`config.mk`:
```
export PLATFORM = sky130hd
export DESIGN_NAME = pixel_unpacker_8bit
export DESIGN_NICKNAME = d
export VERILOG_FILES = /design/src/rtl/pixel_unpacker_8bit.sv
export SDC_FILE = /design/constraint.sdc
export NUM_CORES = 1
export LEC_CHECK = 0
export CAP_MARGIN = 5
export CORE_AREA = 2 2 86 79
export DETAILED_ROUTE_END_ITERATION = 8
export DIE_AREA = 0 0 88 81
export GPL_ROUTABILITY_DRIVEN = 0
export SYNTH_ARGS = -nofsm -noshare
export SYNTH_HDL_FRONTEND = slang
export SYNTH_SLANG_ARGS = --single-unit
export TNS_END_PERCENT = 50
```
`constraint.sdc`:
```
create_clock -name clk -period 2.52 [get_ports clk]
set_input_delay 0.504 -clock clk [delete_from_list [all_inputs] [get_ports clk]]
set_output_delay 0.504 -clock clk [all_outputs]
set_load 0.01 [all_outputs]
```
`src/rtl/pixel_unpacker_8bit.sv`:
```
// Frame-buffer read side of the quantized-color path: walks the buffer in raster
// order alongside `visible`, unpacks two nibbles per byte and expands each to 8 bits.
module pixel_unpacker_8bit #(
  parameter int H_VISIBLE = 1024,
  parameter int V_VISIBLE = 768,
  parameter int ADDR_W    = 19,
  parameter int REPLICATE = 1
) (
  input  logic              clk,
  input  logic              rst,
  input  logic              visible,
  input  logic              frame_start,
  output logic [ADDR_W-1:0] mem_addr,
  output logic              mem_rd_en,
  input  logic [7:0]        mem_data,
  output logic [7:0]        salida_color_8_bit,
  output logic              visible_out
);

  localparam int FRAME_BYTES = (H_VISIBLE * V_VISIBLE) / 2;
  localparam logic [ADDR_W-1:0] LAST_ADDR = ADDR_W'(FRAME_BYTES - 1);

  // Nibble back to 8-bit color: replicate for full scale, or zero-fill to match the quantizer.
  function automatic logic [7:0] expand_nibble(input logic [3:0] n);
    logic [7:0] c;
    if (REPLICATE != 0) begin
      c = {n, n};
    end else begin
      c = {n, 4'd0};
    end
    return c;
  endfunction

  logic [ADDR_W-1:0] addr_cnt_q, addr_cnt_d;
  logic              phase_q, phase_d;
  logic              vis_d1_q, vis_d2_q, phase_d1_q, phase_d1_d;
  logic [7:0]        hold_byte_q, hold_byte_d;
  logic [7:0]        color_q, color_d;
  logic              vis_out_q;
  logic              phase_eff_s;
  logic [ADDR_W-1:0] base_addr_s;
  logic [3:0]        nibble_s;

  // Address walker: frame_start rewinds to pixel 0 in the same cycle it arrives.
  always_comb begin
    phase_eff_s = phase_q;
    base_addr_s = addr_cnt_q;
    if (frame_start) begin
      phase_eff_s = 1'b0;
      base_addr_s = '0;
    end else begin
      phase_eff_s = phase_q;
      base_addr_s = addr_cnt_q;
    end

    addr_cnt_d = base_addr_s;
    phase_d    = 1'b0;
    if (visible) begin
      if (!phase_eff_s) begin
        phase_d = 1'b1;
      end else begin
        phase_d = 1'b0;
        if (base_addr_s == LAST_ADDR) begin
          addr_cnt_d = '0;
        end else begin
          addr_cnt_d = base_addr_s + ADDR_W'(1);
        end
      end
    end else begin
      phase_d = 1'b0;
    end

    mem_addr  = base_addr_s;
    mem_rd_en = visible & ~phase_eff_s & ~rst;
  end

  // Unpack: even pixel comes straight from the returning byte, odd pixel from the held copy.
  always_comb begin
    phase_d1_d  = phase_eff_s;
    hold_byte_d = hold_byte_q;
    if (vis_d1_q && !phase_d1_q) begin
      hold_byte_d = mem_data;
    end else begin
      hold_byte_d = hold_byte_q;
    end

    if (!phase_d1_q) begin
      nibble_s = mem_data[7:4];
    end else begin
      nibble_s = hold_byte_q[3:0];
    end

    if (vis_d1_q) begin
      color_d = expand_nibble(nibble_s);
    end else begin
      color_d = 8'd0;
    end
  end

  // Pipeline and state registers with synchronous flush.
  always_ff @(posedge clk) begin
    if (rst) begin
      addr_cnt_q  <= '0;
      phase_q     <= 1'b0;
      vis_d1_q    <= 1'b0;
      vis_d2_q    <= 1'b0;
      phase_d1_q  <= 1'b0;
      hold_byte_q <= 8'd0;
      color_q     <= 8'd0;
      vis_out_q   <= 1'b0;
    end else begin
      addr_cnt_q  <= addr_cnt_d;
      phase_q     <= phase_d;
      vis_d1_q    <= visible;
      vis_d2_q    <= vis_d1_q;
      phase_d1_q  <= phase_d1_d;
      hold_byte_q <= hold_byte_d;
      color_q     <= color_d;
      vis_out_q   <= vis_d1_q;
    end
  end

  assign salida_color_8_bit = color_q;
  assign visible_out        = vis_out_q;

endmodule

```
# == Word level (Yosys, flattened, before mapping) ==
# Index checks and enable logic that the tools add are counted.
# op_classes
shift,0
n_addsub,1
eq_ne,1
muxes,7
n_div,0
order_cmp,0
n_reduce_logical,4
multipliers,0
bitwise,6
# ops
operator,count
2-to-1 mux 19 bit,4
adder 19 x 1 -> 19 bit (second input constant),1
== test 19 bit (second input constant),1
2-to-1 mux 4 bit,1
NOT 1 bit,4
OR reduction 2 bit,2
bitwise AND 1 bit,2
2-to-1 mux 1 bit,2
logical AND 1 bit,1
logical NOT 1 bit,1
# word_totals
ram_bits,0
n_memories,0
in_bits,12
ff_bits,35
word_cells,26
out_inout_bits,29
romBits,0
latch_bits,0

# == Logic depth before layout (Yosys ltp) ==
# Gate-level depths: netlist of run 1.
# logic_depth
ltp_word,5
ltp_mapped,9
ltp_nobuf,6

# == Worst setup path after synthesis of run 1 ==
# No wires, ideal clock.
# synth_path
path_type,input -> register
start,input frame_start
end,register addr_cnt_q[18]
stages,9
setup_ns,0.070
n_path_buf,3
t_arrival_ns,2.628
required_ns,2.450
setup_slack_ns,-0.179
path_cell_list,clkbuf_1 > clkbuf_1 > nor2b_1 > ha_1 > nand3_1 > or3_4 > buf_6 > or4_1 > a21oi_1
# synth_between
elab_chain_len,5
word_cells_on_any_way,7
cone_classes,add/sub: 1; eq/ne: 1; mux: 5
# synth_lines
element,line_no,text
"start, declared",12,"input logic frame_start,"
2-to-1 mux 19 bit *,48,if (frame_start) begin
named net mem_addr[1],13,"output logic [ADDR_W-1:0] mem_addr,"
adder 19 x 1 -> 19 bit or == test 19 bit (tied branches),"66, 63",
2-to-1 mux 19 bit *,63,if (base_addr_s == LAST_ADDR) begin
2-to-1 mux 19 bit *,59,if (!phase_eff_s) begin
2-to-1 mux 19 bit *,58,if (visible) begin
"end signal, assigned",112,addr_cnt_q <= addr_cnt_d;
"end, declared",34,"logic [ADDR_W-1:0] addr_cnt_q, addr_cnt_d;"
# The timed path passes the listed nets; every way through them passes the cells marked *.
# A chain may end at the register's enable or synchronous reset.

# == Worst setup path after layout of run 1 ==
# layout_path
start,input visible
end,output mem_rd_en
# layout_between
elab_chain_len,2
# layout_lines
element,line_no,text
"start, declared",11,"input logic visible,"
bitwise AND 1 bit (2 in series),74,mem_rd_en = visible & ~phase_eff_s & ~rst;
"end, declared",14,"output logic mem_rd_en,"
# No other way between the ends.

==> results of run 1 <==
## kinds of logic after synthesis
kind of cell / share of synthesized area [%]
buf+inv: 6.19
xor+xnor: 3.47
fa+ha+maj: 0.825
simple gates: 32.1
flops: 40.9
compound gates: 11.2
mux: 5.28
## cells in the mapped netlist, types with 2 or more instances
master    instances
and3_1            3
nand3_1           9
o31ai_2           2
nor2b_1          18
o21ai_0           5
o31ai_1           5
clkbuf_1          6
nor4_1            3
xnor2_1           3
mux2i_1           8
dfxtp_1          31
buf_4             4
nand4_1           4
inv_1             8
and2b_1           2
nor2_1           17
or4_1             5
or3_1             3
nor3_1            3
xor2_1            3
a21oi_1          11
nand2_1           7
## state kept, by name, indices dropped and copies added (netlist names)
signal / cells
addr_cnt_q: 19
hold_byte_q: 4
salida_color_8_bit: 4
phase_d1_q: 1
phase_q: 1
vis_d1_q: 1
visible_out: 1
## worst max-delay path: cells and delay by family
kind | cells | cell delay (ns)
buffers and inverters | 2 | 1.04
and+or+nand+nor | 2 | 0.31
## metrics by stage
stage	util, %	hold slack [ns]	cell area, um2	instances	setup WS, ns
finish	35.1	0.498	2230	324	0.167
global route	35.1	0.535	2230	324	0.0512
CTS	35.1	0.500	2230	324	0.130
detailed placement	33.8	0.486	2140	316	-0.0885
global placement	33.8	0.471	2140	316	-0.0543
floorplan	-	0.459	1530	175	0.0273
## power groups by stage
stage	logic, mW	registers (mW)	clock network, mW
after floorplan	0.0337	0.514	0
after global placement	0.0758	0.514	0
after detailed placement	0.0760	0.514	0
after CTS	0.0761	0.503	0.394
after global routing	0.0822	0.504	0.413
final	0.0750	0.503	0.384
## final cells by class
cell class	count	share of cell area, %
multi-input combinational	125	36.7
tap	90	5.06
clock inverter	3	0.674
timing repair buffer	62	25.3
sequential	31	27.9
clock buffer	5	3.09
inverter	8	1.35
## how the worst max path moves through the flow
| stage | start | end | slack, ns | cells past startpoint |
|---|---|---|---|---|
| after CTS | visible | mem_rd_en | 0.13 | 4 |
| final | visible | mem_rd_en | 0.17 | 4 |
| after floorplan | frame_start | addr_cnt_q[18]$_SDFF_PP0_ | 0.03 | 9 |
| after global placement | frame_start | addr_cnt_q[18]$_SDFF_PP0_ | -0.05 | 7 |
| after global routing | visible | mem_rd_en | 0.05 | 4 |
| after detailed placement | frame_start | addr_cnt_q[18]$_SDFF_PP0_ | -0.09 | 7 |
## metal layers
metal	part of all wire, %	routed length, um
met1	49	1900
met5	0	0
met2	44	1720
met3	5.2	201
met4	1.6	63
==> summary.md, run 1 <==
| Metric | Value |
|---|---|
| Total global routing overflow | `0` |
| Met2 usage | `between 10% and 20%` |
| Die area | `7130 um2` |
| Crit path DAT | `around 1.9 ns` |
| Core ar. | `about 6300 um2` |
| Longest Clk Path Bufs | `2` |
| Syn Inst Count | `~180` |
| CP cell instances | `clkdlybuf4s50_1 -> nor2b_1 -> nor2b_1 -> clkdlybuf4s50_1` |
| I/O Pins | `a little over 40` |
| Synthesis Warnings | `0` |
| Die height | `just over 80 um` |
| Post-CTS setup repair buffer count | `0` |
| Most frequent cells in the layout | `clkdlybuf4s50_1 (38), dfxtp_1 (31), buf_4 (22)` |
| Combinational power share | `approximately 7.8%` |
| Largest net degree at the start of global routing | `19` |
| Register Area | `slightly above 600 um2` |
| Power per standard cell area | `between 400 and 500 nW/um2` |
| Min-Delay Endpoint | `hold_byte_q[2]$_SDFFE_PP0P_` |
| CTS resizes | `3` |
| Most area-consuming cells after synthesis | `dfxtp_1 (41%), nor2b_1 (7.4%), mux2i_1 (5.3%)` |
| Synth top area share | `roughly 41%` |
| Vias in the first global route | `about 1300` |
| Clock Sinks | `31` |
| Seq/Total Area, Yosys | `between 40% and 50%` |
| R2R Path Start | `addr_cnt_q[0]$_SDFF_PP0_` |
| F_max | `between 0.4 and 0.5 GHz` |
| DRC viols | `0` |
| Number of max-slew violations in the final report | `0` |
| Multi-input logic area | `~820 um2` |
| P_sw | `between 0.2 and 0.25 mW` |
| Slowest CP cell | `clkdlybuf4s50_1` |
| Worst setup SP type | `primary input` |
| Count of input and output buffers | `40` |
| Met3 GRT Util | `3.76%` |
| Via count | `1398` |
| Worst-path fanout max | `2` |
| Initial Utilization | `about a quarter` |
| Final Setup Violations | `0` |
| CTS root buffer | `clkbuf_8` |
| Max-Cap Viols | `0` |
| Initial antenna violation count | `0` |
| Average size of a mapped cell | `approximately 8.7 um2` |
| HP Class | `flip-flop to flip-flop` |
| Clk slew on worst S/H paths | `roughly 0.07 ns` |
| Layout area overhead | `46.9%` |
| Final wirelength | `3.89 mm` |
| Post-synth EDFFs | `0` |
| Worst Clk Skew | `around 0.0060 ns` |
| Most used routing layer | `met2` |
| Critical Path RT | `between 2 and 2.5 ns` |
| Crit-path max cell delay | `0.55 ns` |
| Vias/cell | `4.31` |
| Drt first-iter violations | `between 50 and 60` |
| First-pass GRT wire length | `between 6 and 7 mm` |
| Reg2Reg Depth | `7` |
| Part of the cycle the worst path needs | `about 93%` |
| Total GRT Usage | `between 10% and 20%` |
| Yosys cell types | `37` |
| Setup TNS | `0 ns` |
| Post-route ant nets | `0` |
| Final Hold Fails | `0` |
| VDD IR max | `about 0.19 mV` |
| Async SR Flop Fraction | `0%` |
| Prevailing post-synth register cell | `dfxtp_1` |
| Diode count | `0` |
| Worst r2r dst | `addr_cnt_q[10]$_SDFF_PP0_` |
| Cts hold-fix bufs | `0` |
| RSZ-0062 raised after global routing | `false` |
| Minimum clock period | `approximately 2.4 ns` |
| Clock network power share | `roughly two fifths` |
| Worst-Margin Slew | `between 0.4 and 0.5 ns` |
| CP endpoint kind | `primary output` |
| CTS tree | `yes` |
| Mapped Area | `1520 um2` |
| Cells on Worst Hold Path | `2` |
| Initial DRT Pass Iterations | `4` |
| Seq pwr share | `52.3%` |
| Leakage | `approximately 0.81 nW` |
| Worst-Skew Late Latency | `approximately 0.29 ns` |
| Final Total Pwr | `between 0.9 and 1 mW` |
| R2R setup slack | `between 0.5 and 0.6 ns` |
| Status | `completed` |
| Crit path kind | `primary input to primary output` |
| Max H-tree Level | `2` |
| Rel. slew slack | `between 60% and 70%` |
| Number of buffers created by CTS | `5` |
| Hold path start | `hold_byte_q[2]$_SDFFE_PP0P_` |
| Commonest non-fill, non-tap cell in the layout | `clkdlybuf4s50_1` |
| Met1 Use GR | `between 10% and 20%` |
| Syn nets | `about 190` |
| Die W | `approximately 90 um` |
| DP HPWL | `approximately 3 mm` |
| FILL cells | `665` |
| WL per Instance | `~12 um` |
| Fin nets | `~250` |
| Cell internal pwr | `0.730 mW` |
| Share of layout cells above drive strength 1 | `around 17%` |
| Post-synth top area cell | `dfxtp_1` |
| Sw Share | `24.2%` |
| Post-synthesis register bit count | `31` |
| Num rows | `28` |
Note: power is estimated with default switching activity, not from simulation.
==> run 2: changes to the inputs <==
- DONT_BUFFER_PORTS: default -> 1
==> summary.md, run 2 (synthesis gave the netlist of run 1 again) <==
| Metric | Value |
|---|---|
| Status | `completed` |
| DP Area | `1620 um2 (-25%)` |
| Num rows | `28 (unchanged)` |
| Longest Clk Path Bufs | `2 (unchanged)` |
| DRC viols | `0 (unchanged)` |
| Most frequent cells in the layout | `dfxtp_1 (31), nor2b_1 (17), nor2_1 (17)` |
| Worst-Skew Late Latency | `0.28 ns (about the same)` |
| RSZ-0062 raised after global routing | `false` |
| Initial Utilization | `23.9% (unchanged)` |
| CTS tree | `yes` |
| DR WL met3 | `342 um (+70%)` |
| Share of layout cells above drive strength 1 | `11.9% (-5.2 points)` |
| Worst-Margin Slew | `0.452 ns (-0.00453 ns)` |
| WL per Instance | `13.0 um (+8.3%)` |
| Total GRT Usage | `10.4% (-1.0 points)` |
| Cells on Worst Hold Path | `1 (-1)` |
| Fin nets | `189 (-23%)` |
| Count of input and output buffers | `0 (-100%)` |
| Final Setup Violations | `0 (unchanged)` |
| Crit path kind | `flip-flop to flip-flop` |
| Initial antenna violation count | `0 (unchanged)` |
| Worst setup SP type | `flip-flop` |
| Post-CTS setup repair buffer count | `0 (unchanged)` |
| Core ar. | `6340 um2 (unchanged)` |
| CTS resizes | `0 (-3)` |
| Number of buffers created by CTS | `5 (unchanged)` |
| Cts hold-fix bufs | `0 (unchanged)` |
| Die area | `7130 um2 (unchanged)` |
| M1 wire length | `1.50 mm (-21%)` |
| F_max | `0.481 GHz (+13%)` |
| Critical Path RT | `2.73 ns (+0.71 ns)` |
| Die height | `81 um (unchanged)` |
| First-pass GRT wire length | `5.66 mm (-8.7%)` |
| Largest Register | `addr_cnt_q` |
| Minimum clock period | `2.08 ns (-0.275 ns)` |
| Reg2Reg Depth | `6 (-1)` |
| Leakage | `0.577 nW (-29%)` |
| Part of the cycle the worst path needs | `82.4% (-11 points)` |
| Hold_ws | `0.285 ns (-0.213 ns)` |
| Diode count | `0 (unchanged)` |
| Worst r2r dst | `addr_cnt_q[18]$_SDFF_PP0_` |
| HP Class | `primary input to flip-flop` |
| Clock Sinks | `31 (unchanged)` |
| Post-route ant nets | `0 (unchanged)` |
| CTS root buffer | `clkbuf_8` |
| Largest net degree at the start of global routing | `28 (+9)` |
| CP endpoint kind | `flip-flop` |
| R2R setup slack | `0.44 ns (-0.10 ns)` |
| Crit path DAT | `2.29 ns (+0.44 ns)` |
| Total global routing overflow | `0 (unchanged)` |
| Commonest non-fill, non-tap cell in the layout | `dfxtp_1` |
| Drt first-iter violations | `47 (-7.8%)` |
| Number of max-slew violations in the final report | `0 (unchanged)` |
| Die W | `88 um (unchanged)` |
| Worst Clk Skew | `0.00785 ns (+0.00184 ns)` |
| Power per standard cell area | `547 nW/um2 (+27%)` |
| Vias in the first global route | `1174 (-13%)` |
| Vias/cell | `4.53 (+4.9%)` |
| Clk slew on worst S/H paths | `0.06 ns (about the same)` |
| Min-Delay Endpoint | `addr_cnt_q[16]$_SDFF_PP0_` |
| Worst-path fanout max | `11 (+9)` |
| Setup TNS | `0 ns (unchanged)` |
| DP HPWL | `2.64 mm (-11%)` |
| DR WL met2 | `1.59 mm (-7.4%)` |
| Initial DRT Pass Iterations | `4 (unchanged)` |
| Final Hold Fails | `0 (unchanged)` |
| R2R Path Start | `addr_cnt_q[0]$_SDFF_PP0_` |
| Design area | `1700 um2 (-24%)` |
| Max reg flops | `19 (unchanged)` |
| Max H-tree Level | `2 (unchanged)` |
| Hold path start | `rst` |
| Max-Cap Viols | `0 (unchanged)` |
| Final wirelength | `3.46 mm (-11%)` |
| Rel. slew slack | `69.6% (+0.087 points)` |
| VDD IR max | `0.180 mV (-7.4%)` |
| Via count | `1204 (-14%)` |
| Layout area overhead | `12.3%` |
| Top sig layer | `met4` |
| I/O Pins | `41 (unchanged)` |
==> run 2: layer usage <==
metal  vias to the layer above  global-route usage (%)
met5                         -                       0
met4                         0                    3.23
met3                         2                    5.18
met2                        32                    17.0
met1                       554                    11.9
li1                        616                       -
==> run 2: how the worst max path moves through the flow <==
stage / from / endpoint / slack (ns) / depth (start not counted)
CTS: addr_cnt_q[0]$_SDFF_PP0_ / addr_cnt_q[18]$_SDFF_PP0_ / 0.44 / 6
detailed placement: frame_start / addr_cnt_q[18]$_SDFF_PP0_ / 0.36 / 6
global placement: frame_start / addr_cnt_q[18]$_SDFF_PP0_ / 0.39 / 6
finish: addr_cnt_q[0]$_SDFF_PP0_ / addr_cnt_q[18]$_SDFF_PP0_ / 0.44 / 6
floorplan: frame_start / addr_cnt_q[18]$_SDFF_PP0_ / 0.03 / 9
global route: addr_cnt_q[0]$_SDFF_PP0_ / addr_cnt_q[15]$_SDFF_PP0_ / 0.27 / 7
==> run 2: through the flow <==
step | cells | total power [mW] | util, % | worst slack [ns]
2_1_floorplan | 175 | 0.547 | - | 0.0273
4_1_cts | 266 | 0.954 | 26.9 | 0.444
5_1_grt | 266 | 0.986 | 26.9 | 0.268
6_report | 266 | 0.932 | 26.9 | 0.443
3_3_place_gp | 259 | 0.548 | 25.5 | 0.388
3_5_place_dp | 259 | 0.549 | 25.5 | 0.362
==> run 2: power by group <==
group	switching, mW	internal [mW]
clock network	0.181	0.214
registers	0.00740	0.498
logic	0.0159	0.0158
total	0.204	0.728
==> run 2: cell type report <==
| class | instances | area, um2 |
|---|---|---|
| Fill cell | 701 | 4640 |
| Multi-Input combinational cell | 125 | 815 |
| Sequential cell | 31 | 621 |
| Tap cell | 90 | 113 |
| Clock buffer | 6 | 82.6 |
| Timing Repair Buffer | 5 | 37.5 |
| Inverter | 8 | 30.0 |
| Clock inverter | 1 | 5.00 |
==> run 2: critical path, stage by stage (launching register included) <==
cell and delay, ns:
dfxtp_1 0.37, nor2b_1 0.20, ha_1 0.21, nand3_2 0.14, or3_4 0.43, or4_1 0.51
a21oi_1 0.15
